### config.mk
export PLATFORM = sky130hd
export DESIGN_NAME = mac_config_loader
export DESIGN_NICKNAME = d
export VERILOG_FILES = /design/src/rtl/mlb_cfg_pkg.sv /design/src/rtl/cfg_crc_serial.sv /design/src/rtl/mac_config_loader.sv
export SDC_FILE = /design/constraint.sdc
export NUM_CORES = 1
export LEC_CHECK = 0
export CAP_MARGIN = 20
export CELL_PAD_IN_SITES_DETAIL_PLACEMENT = 0
export CELL_PAD_IN_SITES_GLOBAL_PLACEMENT = 1
export CORE_MARGIN = 1.5
export CORE_UTILIZATION = 39
export DETAILED_ROUTE_END_ITERATION = 8
export PLACE_DENSITY = 0.85
export SLEW_MARGIN = 20
export SYNTH_ARGS = -nofsm -noshare
export SYNTH_HDL_FRONTEND = slang
export SYNTH_HIERARCHICAL = 1
export SYNTH_SLANG_ARGS = --single-unit
### constraint.sdc
create_clock -name i_clk -period 2.1 [get_ports i_clk]
set_clock_uncertainty 0.1 [all_clocks]
set_input_delay 0.42 -clock i_clk [delete_from_list [all_inputs] [get_ports i_clk]]
set_output_delay 0.42 -clock i_clk [all_outputs]
set_load 0.02 [all_outputs]
### src/rtl/mlb_cfg_pkg.sv
// Shared types, CRC constants and the serial CRC step for the MAC config loader.
package mlb_cfg_pkg;

    typedef enum logic [1:0] {IDLE, LOAD, VERIFY, DONE} cfg_state_t;

    localparam int unsigned      CRC_W      = 16;
    localparam logic [CRC_W-1:0] CRC16_POLY = 16'h1021;
    localparam logic [CRC_W-1:0] CRC16_INIT = 16'hFFFF;

    function automatic logic [CRC_W-1:0] crc_step(input logic [CRC_W-1:0] crc,
                                                  input logic             bit_in);
        logic fb;
        fb = crc[CRC_W-1] ^ bit_in;
        return {crc[CRC_W-2:0], 1'b0} ^ (fb ? CRC16_POLY : '0);
    endfunction

endpackage

### src/rtl/cfg_crc_serial.sv
// Bit-serial CRC-16-CCITT accumulator; clr and reset both return it to all-ones.
module cfg_crc_serial
    import mlb_cfg_pkg::*;
(
    input  logic             i_clk,
    input  logic             i_reset,
    input  logic             i_clr,
    input  logic             i_en,
    input  logic             i_bit_in,
    output logic [CRC_W-1:0] o_crc
);

    logic [CRC_W-1:0] r_crc;

    always_ff @(posedge i_clk) begin
        if (i_reset || i_clr) begin
            r_crc <= CRC16_INIT;
        end else if (i_en) begin
            r_crc <= crc_step(r_crc, i_bit_in);
        end
    end

    assign o_crc = r_crc;

endmodule

### src/rtl/mac_config_loader.sv
// Serialises parallel config words LSB-first into a MAC config chain, with an optional
// rotate-and-CRC verify pass over the returned bits.
module mac_config_loader
    import mlb_cfg_pkg::*;
#(
    parameter int unsigned CHAIN_LEN = 64,
    parameter int unsigned WORD_W    = 8
) (
    input  logic              i_clk,
    input  logic              i_reset,
    input  logic              i_start,
    input  logic              i_verify_en,
    input  logic [WORD_W-1:0] i_word_in,
    input  logic              i_word_valid,
    output logic              o_word_ready,
    output logic              o_config_en,
    output logic              o_config_in,
    input  logic              i_config_out,
    output logic              o_busy,
    output logic              o_done,
    output logic              o_verify_err,
    output logic [CRC_W-1:0]  o_sent_crc
);

    localparam int unsigned NUM_WORDS = (CHAIN_LEN + WORD_W - 1) / WORD_W;
    localparam int unsigned CNT_W     = $clog2(CHAIN_LEN + 1);
    localparam int unsigned WCNT_W    = $clog2(NUM_WORDS + 1);
    localparam int unsigned BIDX_W    = (WORD_W > 1) ? $clog2(WORD_W) : 1;

    localparam logic [CNT_W-1:0]  LAST_BIT  = CNT_W'(CHAIN_LEN - 1);
    localparam logic [BIDX_W-1:0] LAST_BIDX = BIDX_W'(WORD_W - 1);
    localparam logic [WCNT_W-1:0] WORDS_MAX = WCNT_W'(NUM_WORDS);

    cfg_state_t        r_state, w_state_d;
    logic [WORD_W-1:0] r_buf;
    logic              r_buf_valid, w_buf_valid_d;
    logic [BIDX_W-1:0] r_bidx;
    logic [CNT_W-1:0]  r_bit_cnt;
    logic [WCNT_W-1:0] r_word_cnt;
    logic              r_verify_en;
    logic              r_verify_err;
    logic              r_config_en, w_config_en_d;

    logic              w_start, w_shift, w_word_end, w_chain_end, w_ready, w_accept;
    logic              w_verifying;
    logic [CRC_W-1:0]  w_sent_crc, w_rx_crc, w_rx_crc_next;

    assign w_start     = (r_state == IDLE) && i_start;
    assign w_shift     = (r_state == LOAD) && r_buf_valid;
    assign w_verifying = (r_state == VERIFY);
    assign w_word_end  = (r_bidx == LAST_BIDX);
    assign w_chain_end = (r_bit_cnt == LAST_BIT);
    // Refill while the final bit of the current word is leaving, so streaming has no bubble.
    assign w_ready     = (r_state == LOAD) && (r_word_cnt != WORDS_MAX) &&
                         (!r_buf_valid || (w_shift && w_word_end));
    assign w_accept    = w_ready && i_word_valid;

    always_comb begin
        w_state_d = r_state;
        unique case (r_state)
            IDLE:    if (i_start) w_state_d = LOAD;
            LOAD:    if (w_shift && w_chain_end) w_state_d = r_verify_en ? VERIFY : DONE;
            VERIFY:  if (w_chain_end) w_state_d = DONE;
            DONE:    w_state_d = IDLE;
            default: w_state_d = IDLE;
        endcase
    end

    always_comb begin
        w_buf_valid_d = r_buf_valid;
        // Chain end also empties the buffer: leftover bits of a partial last word are dropped.
        if (w_shift && (w_word_end || w_chain_end)) w_buf_valid_d = 1'b0;
        if (w_accept) w_buf_valid_d = 1'b1;
        w_config_en_d = ((w_state_d == LOAD) && w_buf_valid_d) || (w_state_d == VERIFY);
    end

    always_comb begin
        o_config_in = 1'b0;
        if (w_shift) begin
            o_config_in = r_buf[r_bidx];
        end else if (w_verifying) begin
            o_config_in = i_config_out;
        end
    end

    assign w_rx_crc_next = crc_step(w_rx_crc, i_config_out);

    always_ff @(posedge i_clk) begin
        if (i_reset) begin
            r_state      <= IDLE;
            r_buf        <= '0;
            r_buf_valid  <= 1'b0;
            r_bidx       <= '0;
            r_bit_cnt    <= '0;
            r_word_cnt   <= '0;
            r_verify_en  <= 1'b0;
            r_verify_err <= 1'b0;
            r_config_en  <= 1'b0;
        end else begin
            r_state     <= w_state_d;
            r_buf_valid <= w_buf_valid_d;
            r_config_en <= w_config_en_d;
            if (w_start) begin
                r_verify_en  <= i_verify_en;
                r_verify_err <= 1'b0;
                r_word_cnt   <= '0;
                r_bit_cnt    <= '0;
            end
            if (w_accept) begin
                r_buf      <= i_word_in;
                r_bidx     <= '0;
                r_word_cnt <= r_word_cnt + 1'b1;
            end else if (w_shift) begin
                r_bidx <= r_bidx + 1'b1;
            end
            // Counter clears on the last LOAD bit so VERIFY reuses it from zero.
            if (w_shift || w_verifying) begin
                r_bit_cnt <= w_chain_end ? '0 : r_bit_cnt + 1'b1;
            end
            if (w_verifying && w_chain_end) begin
                r_verify_err <= (w_rx_crc_next != w_sent_crc);
            end
        end
    end

    cfg_crc_serial u_sent_crc (
        .i_clk    (i_clk),
        .i_reset  (i_reset),
        .i_clr    (w_start),
        .i_en     (w_shift),
        .i_bit_in (o_config_in),
        .o_crc    (w_sent_crc)
    );

    cfg_crc_serial u_rx_crc (
        .i_clk    (i_clk),
        .i_reset  (i_reset),
        .i_clr    (w_start),
        .i_en     (w_verifying),
        .i_bit_in (i_config_out),
        .o_crc    (w_rx_crc)
    );

    assign o_word_ready = w_ready;
    assign o_config_en  = r_config_en;
    assign o_busy       = (r_state == LOAD) || (r_state == VERIFY);
    assign o_done       = (r_state == DONE);
    assign o_verify_err = r_verify_err;
    assign o_sent_crc   = w_sent_crc;

endmodule

==> flow_metrics.tcl, run 1 <==
set metrics [dict create \
    status "complete, but fails checks" \
    failed_checks "negative setup slack" \
    die_h_um 89.39 \
    pwr-share-seq 0.332 \
    cts.htree.levels 3 \
    viasPerCell 4.911 \
    clk_latency_ns 0.34 \
    initial_core_util 0.4012 \
    portBuffers 35 \
    ys_top_cells_by_area "dfxtp_1 41%, mux2i_1 13%, nand2_1 4.9%" \
    fillers 678 \
    cts_buffers 9 \
    cts.path.max_buffers 2 \
    fmax_mhz 453.6 \
    min_to "r_verify_en" \
    max_slew_margin 0.7401 \
    clk_pin_slew_ns 0.07 \
    firstDrtPassIters 4 \
    synth_seq_cells 60 \
    clock_power_share 0.326 \
    worstHoldStart "r_verify_en" \
    via_count 2313 \
    crit_required_ns 1.58 \
    p_per_area_nw_per_um2 1011 \
    grt_usage 0.1758 \
    grt_pass1_vias 2283 \
    insertedDiodeCount 0 \
    drive_gt1_frac 0.1989 \
    p_leak_nw 1.565 \
    combPwrFrac 0.342 \
    drc_errors 0 \
    tritoncts "yes" \
    power.switching_mw 1.264 \
    syn_nets 319 \
    die_w_um 89.39 \
    synthesis.area_sq_um 2910 \
    synth_edf_count 0 \
    reg2reg_to "o_config_en" \
    drtAntennaViolNets 0 \
    period_minus_slack_ns 2.205 \
    vdd_drop_max_v 0.0004133 \
    worst_pin_slew_ns 0.3801 \
    antenna_found_initial 0 \
    grt_pass1_wl_um 10580 \
    whs_ns 0.3511 \
    synth_cell_type_count 46 \
    rsz0062_at_grt "true" \
    holdPathStages 2 \
    root_buffer "clkbuf_8" \
    hpwl_um 4496 \
    finalHoldViolations 0 \
    place_congestion 0.8253 \
    boundaryPins 36 \
    worstSetupPathType "flop to primary output" \
    synthArstFlopShare 0 \
    rr_worst_depth 8 \
    synth_top_area_cell "dfxtp_1" \
    cp-end-kind "primary output" \
    rr_startpoint "r_bidx[0]" \
    fin_nets 391 \
    ys_seq_area_frac 0.4127 \
    avgSynthCellArea_sq_um 9.865 \
    drv_slew 0 \
    cp_cell_sequence "mux4_2, mux2i_2, o21ai_2, buf_6" \
    fin_ws_ns -0.1048 \
    synth_top_flop_cell "dfxtp_1" \
    fp.coreArea_sq_um 7253 \
    fin_area_sq_um 3897 \
    slowest_delay_ns 0.51 \
    cp_max_fo 3 \
    die-area_sq_um 7990 \
    drt_first_iter_violations 93 \
    dpl_worst_slack_ns -0.2728 \
    internal_power_mw 2.676 \
    switching_share 0.3209 \
    reg2reg_slack_ns 0.03 \
    start_kind "flop" \
    synth.top_cell.area_share 0.4127 \
    grt_max_degree 25 \
    power.total_mw 3.940 \
    wl_per_cell_um 13.41 \
    syn_inst 295 \
    overflow 0 \
    cts_sinks 60 \
    finalSetupViolCount 2 \
    ys_warn_count 6 \
    crit_arrival_ns 1.68 \
    area_growth_syn_to_layout_pct 33.92 \
    core.rowCount 31 \
    finalWirelength_um 6318 \
    min_path_type "flop to flop" \
    cap_violations 0 \
    crit_path_top_delay_cell "mux4_2" \
    finalCritPeriodShare 1.050 \
    dpl_cell_area_sq_um 3578 \
]
==> how the worst max path moves through the flow <==
| stage | cells past startpoint | to | slack (ns) | startpoint |
|---|---|---|---|---|
| 2_1_floorplan | 7 | u_sent_crc/o_crc[12] | 0.06 | r_state[1] |
| 3_5_place_dp | 4 | o_config_in | -0.27 | i_config_out |
| 6_report | 4 | o_config_in | -0.10 | r_bidx[0] |
| 5_1_grt | 4 | o_config_in | -0.19 | r_bidx[0] |
| 4_1_cts | 4 | o_config_in | -0.13 | r_bidx[0] |
| 3_3_place_gp | 4 | o_config_in | -0.28 | i_config_out |
==> placed cells by master (no fill, tap or decap), types with 3 or more instances in the layout <==
| master | count |
|---|---|
| a21oi_1 | 9 |
| a31oi_1 | 3 |
| buf_4 | 38 |
| buf_6 | 4 |
| bufinv_16 | 3 |
| clkbuf_8 | 9 |
| clkdlybuf4s50_1 | 32 |
| dfxtp_1 | 57 |
| ha_1 | 7 |
| inv_1 | 8 |
| mux2i_1 | 38 |
| nand2_1 | 38 |
| nand2b_1 | 8 |
| nand3_1 | 5 |
| nand4_1 | 5 |
| nor2_1 | 16 |
| nor3_1 | 4 |
| o211ai_1 | 9 |
| o21ai_0 | 6 |
| xnor2_1 | 13 |
| xnor3_1 | 4 |
| xor2_1 | 6 |
==> cell usage after synthesis (2+ instances only) <==
library cell,instances
dfxtp_1,60
mux2i_1,39
nand2_1,38
nor2_1,16
xnor2_1,13
ha_1,10
a21oi_1,9
o211ai_1,9
inv_1,8
nand2b_1,8
o21ai_0,7
xor2_1,6
buf_2,5
nand3_1,5
nand4_1,5
nor3_1,4
xnor3_1,4
a31oi_1,3
clkbuf_1,3
nor3b_1,3
a211oi_1,2
a21o_1,2
a221oi_1,2
a311oi_1,2
and3_1,2
and3b_1,2
buf_4,2
buf_6,2
clkbuf_2,2
mux4_2,2
nand3b_1,2
nor4_1,2
or2_2,2
or4_1,2
==> cell families after synthesis <==
| family | count (synthesis) | synth area share |
|---|---|---|
| AOI/OAI and AO/OA | 41 | 0.09415 |
| xor gates and xnor gates | 23 | 0.08814 |
| adders and majority gates | 10 | 0.04299 |
| buffers and inverters | 22 | 0.03912 |
| DFF | 60 | 0.4127 |
| muxes | 42 | 0.1535 |
| and+or+nand+nor | 97 | 0.1694 |
==> flip-flops by register name (all words and copies together), names as in the netlist <==
register / count
r_state: 2
r_word_cnt: 4
u_sent_crc/o_crc: 16
o_config_en: 1
r_buf_valid: 1
r_bit_cnt: 7
u_rx_crc/o_crc: 16
r_verify_en: 1
r_bidx: 3
r_buf: 8
o_verify_err: 1
==> stage by stage <==
step	utilization	instances	TNS, ns
6_report	0.5373	471	-0.1641
5_1_grt	0.5373	471	-0.4566
4_1_cts	0.5279	469	-0.2594
3_5_place_dp	0.4934	452	-0.7353
3_3_place_gp	0.4934	452	-0.6758
2_1_floorplan	-	295	0
==> cell type report <==
type	count	area, sq um	share of cell area
inverter	8	30.03	0.007705
clock inverter	7	122.6	0.03146
tap	99	123.9	0.03178
clock buffer	9	123.9	0.03178
timing repair buffer	75	659.4	0.1692
sequential	60	1207	0.3098
multi-input combinational	213	1630	0.4183
==> layer usage <==
| layer | global-route usage | routed length (um) |
|---|---|---|
| met1 | 0.2205 | 3099 |
| met2 | 0.2864 | 2939 |
| met3 | 0.03416 | 187 |
| met4 | 0.09231 | 91 |
| met5 | 0 | 0 |
==> power groups by stage <==
stage,clock (mW),sequential (mW),combinational (mW)
after floorplan,0,1.33,0.826
final,1.29,1.31,1.35
after CTS,1.32,1.30,1.29
after global routing,1.37,1.32,1.49
after global placement,0,1.33,1.30
after detailed placement,0,1.33,1.31
==> critical path: cells and delay by family, from the launching register on <==
kind / cells / cell delay (ns)
AOI/OAI and AO/OA: 1 / 0.12
buffers and inverters: 1 / 0.14
DFF: 1 / 0.37
muxes: 2 / 0.71
==> timing repair <==
item | in CTS | in global routing
setup endpoints to repair | 3 | 13
setup buffers | 1 | 2
pin swaps | 0 | 4
endpoints found under the hold margin | 0 | 0
hold buffers | 0 | 0
gates resized for setup | 14 | 14
Power figures use the tool's default switching activity.
==> run 2, diff against run 1 <==
--- a/config.mk
+++ b/config.mk
@@ -10,6 +10,7 @@
 export CELL_PAD_IN_SITES_GLOBAL_PLACEMENT = 1
 export CORE_MARGIN = 1.5
 export CORE_UTILIZATION = 39
+export CTS_BUF_LIST = sky130_fd_sc_hd__clkbuf_16
 export DETAILED_ROUTE_END_ITERATION = 8
 export PLACE_DENSITY = 0.85
 export SLEW_MARGIN = 20
==> run 2 against run 1 <==
Compared with the run above: the flow still finishes with violations (negative setup slack); core utilization grew 0.91 points; die area stayed put; setup slack gained 0.016 ns; wire length down 0.78%; clock-buffer cell count did not move; critical endpoint unchanged.
==> flow_metrics.tcl, run 2 (same netlist as run 1, synthesis figures left out) <==
set metrics [dict create \
    status "complete, but fails checks" \
    failed_checks "negative setup slack" \
    firstDrtPassIters 4 \
    drc_errors 0 \
    die-area_sq_um 7990 \
    dpl_cell_area_sq_um 3578 \
    drive_gt1_frac 0.1924 \
    rsz0062_at_grt "true" \
    overflow 0 \
    wl_per_cell_um 13.40 \
    portBuffers 35 \
    period_minus_slack_ns 2.189 \
    finalSetupViolCount 1 \
    crit_arrival_ns 1.67 \
    min_path_type "flop to flop" \
    drt_first_iter_violations 83 \
    clk_latency_ns 0.33 \
    critPathBufInv 1 \
    fin_area_sq_um 3964 \
    p_per_area_nw_per_um2 1098 \
    tritoncts "yes" \
    cts_buffers 9 \
    core.rowCount 31 \
    cp_top_family "multiplexers" \
    clk_pin_slew_ns 0.05 \
    grt_pass1_vias 2279 \
    cts_hold_buf 0 \
    viasPerCell 4.923 \
    slowest_delay_ns 0.51 \
    antenna_found_initial 0 \
    finalHoldViolations 0 \
    worstSetupPathType "flop to primary output" \
    fin_nets 388 \
    tns_ns -0.08863 \
    drv_slew 0 \
    layout_common_cells "57 x dfxtp_1, 38 x nand2_1, 38 x mux2i_1" \
    p_leak_nw 1.600 \
    die_h_um 89.39 \
    cap_violations 0 \
    worst_pin_slew_ns 0.4523 \
    finalWirelength_um 6269 \
    grt_pass1_wl_um 10650 \
    fin_ws_ns -0.08863 \
    fmax_mhz 456.9 \
    area_growth_syn_to_layout_pct 36.20 \
    initial_core_util 0.4012 \
    die_w_um 89.39 \
    crit_path_top_delay_cell "mux4_2" \
    insertedDiodeCount 0 \
    via_count 2304 \
    root_buffer "clkbuf_16" \
    cp_max_fo 4 \
    fillers 675 \
    max_slew_margin 0.6977 \
    boundaryPins 36 \
    grt_max_degree 25 \
    final_common_cell "dfxtp_1" \
    grt_usage 0.1770 \
    start_kind "flop" \
    drtAntennaViolNets 0 \
    place_congestion 0.8253 \
    cp_cell_sequence "mux4_2, mux2i_2, o21ai_2, buf_6" \
    finalCritPeriodShare 1.042 \
    cts.htree.levels 3 \
    cts.path.max_buffers 2 \
    cts_sinks 60 \
    vdd_drop_max_v 0.0004691 \
    hpwl_um 4496 \
    fp.coreArea_sq_um 7253 \
    crit_required_ns 1.58 \
    cp-end-kind "primary output" \
]
==> run 2: area by class of cell <==
class	count	area, sq um	area share
clock inverter	7	122.6	0.03093
tap	99	123.9	0.03125
timing repair buffer	72	629.4	0.1588
inverter	8	30.03	0.007576
multi-input combinational	213	1625	0.4100
clock buffer	9	225.2	0.05682
sequential	60	1207	0.3046
==> run 2: where the power goes <==
part | internal (mW) | total (mW) | switching (mW)
Sequential | 1.24 | 1.31 | 0.0729
Combinational | 0.634 | 1.33 | 0.699
Clock | 1.17 | 1.71 | 0.547
Total | 3.04 | 4.35 | 1.32
==> run 2: final timing paths <==
check	start	to	cells past startpoint	slack [ns]
setup / recovery	r_bidx[0]	o_config_in	4	-0.09
hold / removal	r_verify_en	r_verify_en	2	0.35
setup reg to reg	r_bidx[0]	o_config_en	7	0.11
hold reg to reg	r_verify_en	r_verify_en	2	0.35
==> run 2: repair_timing <==
action / CTS / global route
pin swaps: 0 / 3
setup endpoints to repair: 3 / 5
buffers inserted: 0 / 0
gates resized for setup: 16 / 10
==> run 2: metrics by stage <==
stage	setup slack, ns	power [mW]	cells	hold WS [ns]	utilization
floorplan	0.06316	2.159	295	0.3312	-
global placement	-0.2761	2.628	452	0.3391	0.4934
detailed placement	-0.2728	2.635	452	0.3442	0.4934
CTS	-0.1279	4.341	468	0.3520	0.5418
global route	-0.1475	4.578	468	0.3783	0.5465
finish	-0.08863	4.353	468	0.3484	0.5465
==> run 2: worst register-to-register path, delay by kind of cell (launching register included) <==
| family | cells | cell delay (ns) |
|---|---|---|
| adder cells (fa/ha/maj) | 2 | 0.38 |
| flip-flops | 1 | 0.36 |
| multiplexers | 1 | 0.31 |
| AO/OA/AOI/OAI | 1 | 0.30 |
| AND/OR/NAND/NOR | 2 | 0.29 |
| buffers and inverters | 1 | 0.14 |
==> run 2: metal layers <==
metal | track usage | vias to the layer above | wire (um) | part of all wire
met4 | 0.09650 | 0 | 95 | 0.015
met2 | 0.2905 | 38 | 2950 | 0.47
li1 | - | 1184 | - | -
met3 | 0.03416 | 8 | 195 | 0.031
met5 | 0 | - | 0 | 0
met1 | 0.2188 | 1074 | 3028 | 0.48
==> run 3, diff against run 2 <==
--- a/config.mk
+++ b/config.mk
@@ -13,7 +13,8 @@
 export CTS_BUF_LIST = sky130_fd_sc_hd__clkbuf_16
 export DETAILED_ROUTE_END_ITERATION = 8
 export PLACE_DENSITY = 0.85
-export SLEW_MARGIN = 20
+export SKIP_LAST_GASP = 1
+export SLEW_MARGIN = 10
 export SYNTH_ARGS = -nofsm -noshare
 export SYNTH_HDL_FRONTEND = slang
 export SYNTH_HIERARCHICAL = 1
==> run 3 against run 2 <==
Compared with the run above: the run still ends with negative setup slack left; clock power about the same; critical path depth unchanged; sequential share of layout area about the same; wire length decreased by 0.19%.
==> flow_metrics.tcl, run 3 (same netlist as run 1, synthesis figures left out) <==
set metrics [dict create \
    clk_latency_ns 0.33 \
    insertedDiodeCount 0 \
    grt_pass1_vias 2268 \
    reg2reg_to "o_config_en" \
    drive_gt1_frac 0.1897 \
    start_kind "flop" \
    fp.coreArea_sq_um 7253 \
    finalHoldViolations 0 \
    die_h_um 89.39 \
    cts.path.max_buffers 2 \
    power.total_mw 4.347 \
    rr_startpoint "r_bidx[0]" \
    worst_pin_slew_ns 0.4555 \
    portBuffers 35 \
    via_count 2302 \
    cp-end-kind "primary output" \
    area_growth_syn_to_layout_pct 36.03 \
    finalWirelength_um 6257 \
    reg2reg_slack_ns 0.11 \
    root_buffer "clkbuf_16" \
    die-area_sq_um 7990 \
    tritoncts "yes" \
    final_common_cell "dfxtp_1" \
    clk_pin_slew_ns 0.05 \
    finalCritPeriodShare 1.041 \
    crit_start "r_bidx[0]" \
    use_met2 0.2864 \
    cts_sinks 60 \
    max_slew_margin 0.6955 \
    core.rowCount 31 \
    grtUsageMet3 0.03416 \
    cap_violations 0 \
    hpwl_um 4496 \
    failed_checks "negative setup slack" \
    finalSetupViolCount 1 \
    viasPerCell 4.919 \
    dp_cells 452 \
    crit_required_ns 1.58 \
    fillers 676 \
    overflow 0 \
    whs_ns 0.3486 \
    multiInputGateArea_sq_um 1620 \
    worstHoldStart "r_verify_en" \
    cts_buffers 9 \
    p_per_area_nw_per_um2 1098 \
    fin_ws_ns -0.08709 \
    seq_area_sq_um 1207 \
    drv_slew 0 \
    vdd_drop_max_v 0.0004666 \
    place_congestion 0.8253 \
    crit_arrival_ns 1.67 \
    antenna_found_initial 0 \
    min_to "r_verify_en" \
    cts.htree.levels 3 \
    cp_max_fo 4 \
    p_leak_nw 1.599 \
    wl_per_cell_um 13.37 \
    period_minus_slack_ns 2.187 \
    drc_errors 0 \
    rr_worst_depth 7 \
    fmax_mhz 457.2 \
    die_w_um 89.39 \
    firstDrtPassIters 4 \
    drtAntennaViolNets 0 \
    fin_cells 468 \
    holdPathStages 2 \
    met1_usage 0.2199 \
    drt_first_iter_violations 87 \
    boundaryPins 36 \
    grt_max_degree 25 \
    grt_pass1_wl_um 10610 \
    status "complete, but fails checks" \
    min_path_type "flop to flop" \
    layout_common_cells "57 x dfxtp_1, 38 x nand2_1, 38 x mux2i_1" \
    grt_usage 0.1762 \
    grt_busiest_layer "met2" \
    rsz0062_at_grt "true" \
    fin_nets 388 \
    initial_core_util 0.4012 \
    worstSetupPathType "flop to primary output" \
]
==> run 3: what timing repair did <==
item	4_1_cts	5_1_grt
buffers inserted	0	0
pin swaps	0	3
hold buffers	0	0
gates resized for setup	15	10
endpoints found under the setup margin	3	5
==> run 3: layer usage <==
layer,vias up,part of all wire
li1,1187,-
met1,1068,0.48
met2,39,0.47
met3,8,0.031
met4,0,0.015
met5,-,0
==> run 3: worst max-delay path: stages (launching register included) <==
cell,delay (ns)
dfxtp_4,0.37
mux4_2,0.51
mux2i_2,0.20
o21ai_2,0.11
buf_6,0.14
==> run 3: per-stage QoR <==
step / TNS, ns / utilization / setup slack, ns / instance area, sq um
CTS: -0.1656 / 0.5413 / -0.1488 / 3926
floorplan: 0 / - / 0.06316 / 2910
global route: -0.2313 / 0.5458 / -0.1475 / 3959
detailed placement: -0.7353 / 0.4934 / -0.2728 / 3578
global placement: -0.6758 / 0.4934 / -0.2761 / 3578
finish: -0.08709 / 0.5458 / -0.08709 / 3959
==> run 3: final cells by class <==
class / instances / area share
multi-input combinational: 213 / 0.4093
sequential: 60 / 0.3050
timing repair buffer: 72 / 0.1590
clock buffer: 9 / 0.05689
tap: 99 / 0.03129
clock inverter: 7 / 0.03097
inverter: 8 / 0.007585
==> run 3: power breakdown <==
group,internal [mW],leakage [nW],switching (mW)
Sequential,1.24,0.488,0.0729
Combinational,0.633,0.948,0.694
Clock,1.17,0.163,0.545
Total,3.04,1.60,1.31
==> run 3: how the worst max path moves through the flow <==
stage                                end  slack (ns)  depth (start not counted)
finish                       o_config_in       -0.09                          4
CTS                          o_config_in       -0.15                          4
detailed placement           o_config_in       -0.27                          4
global placement             o_config_in       -0.28                          4
floorplan           u_sent_crc/o_crc[12]        0.06                          7
global route                 o_config_in       -0.15                          4
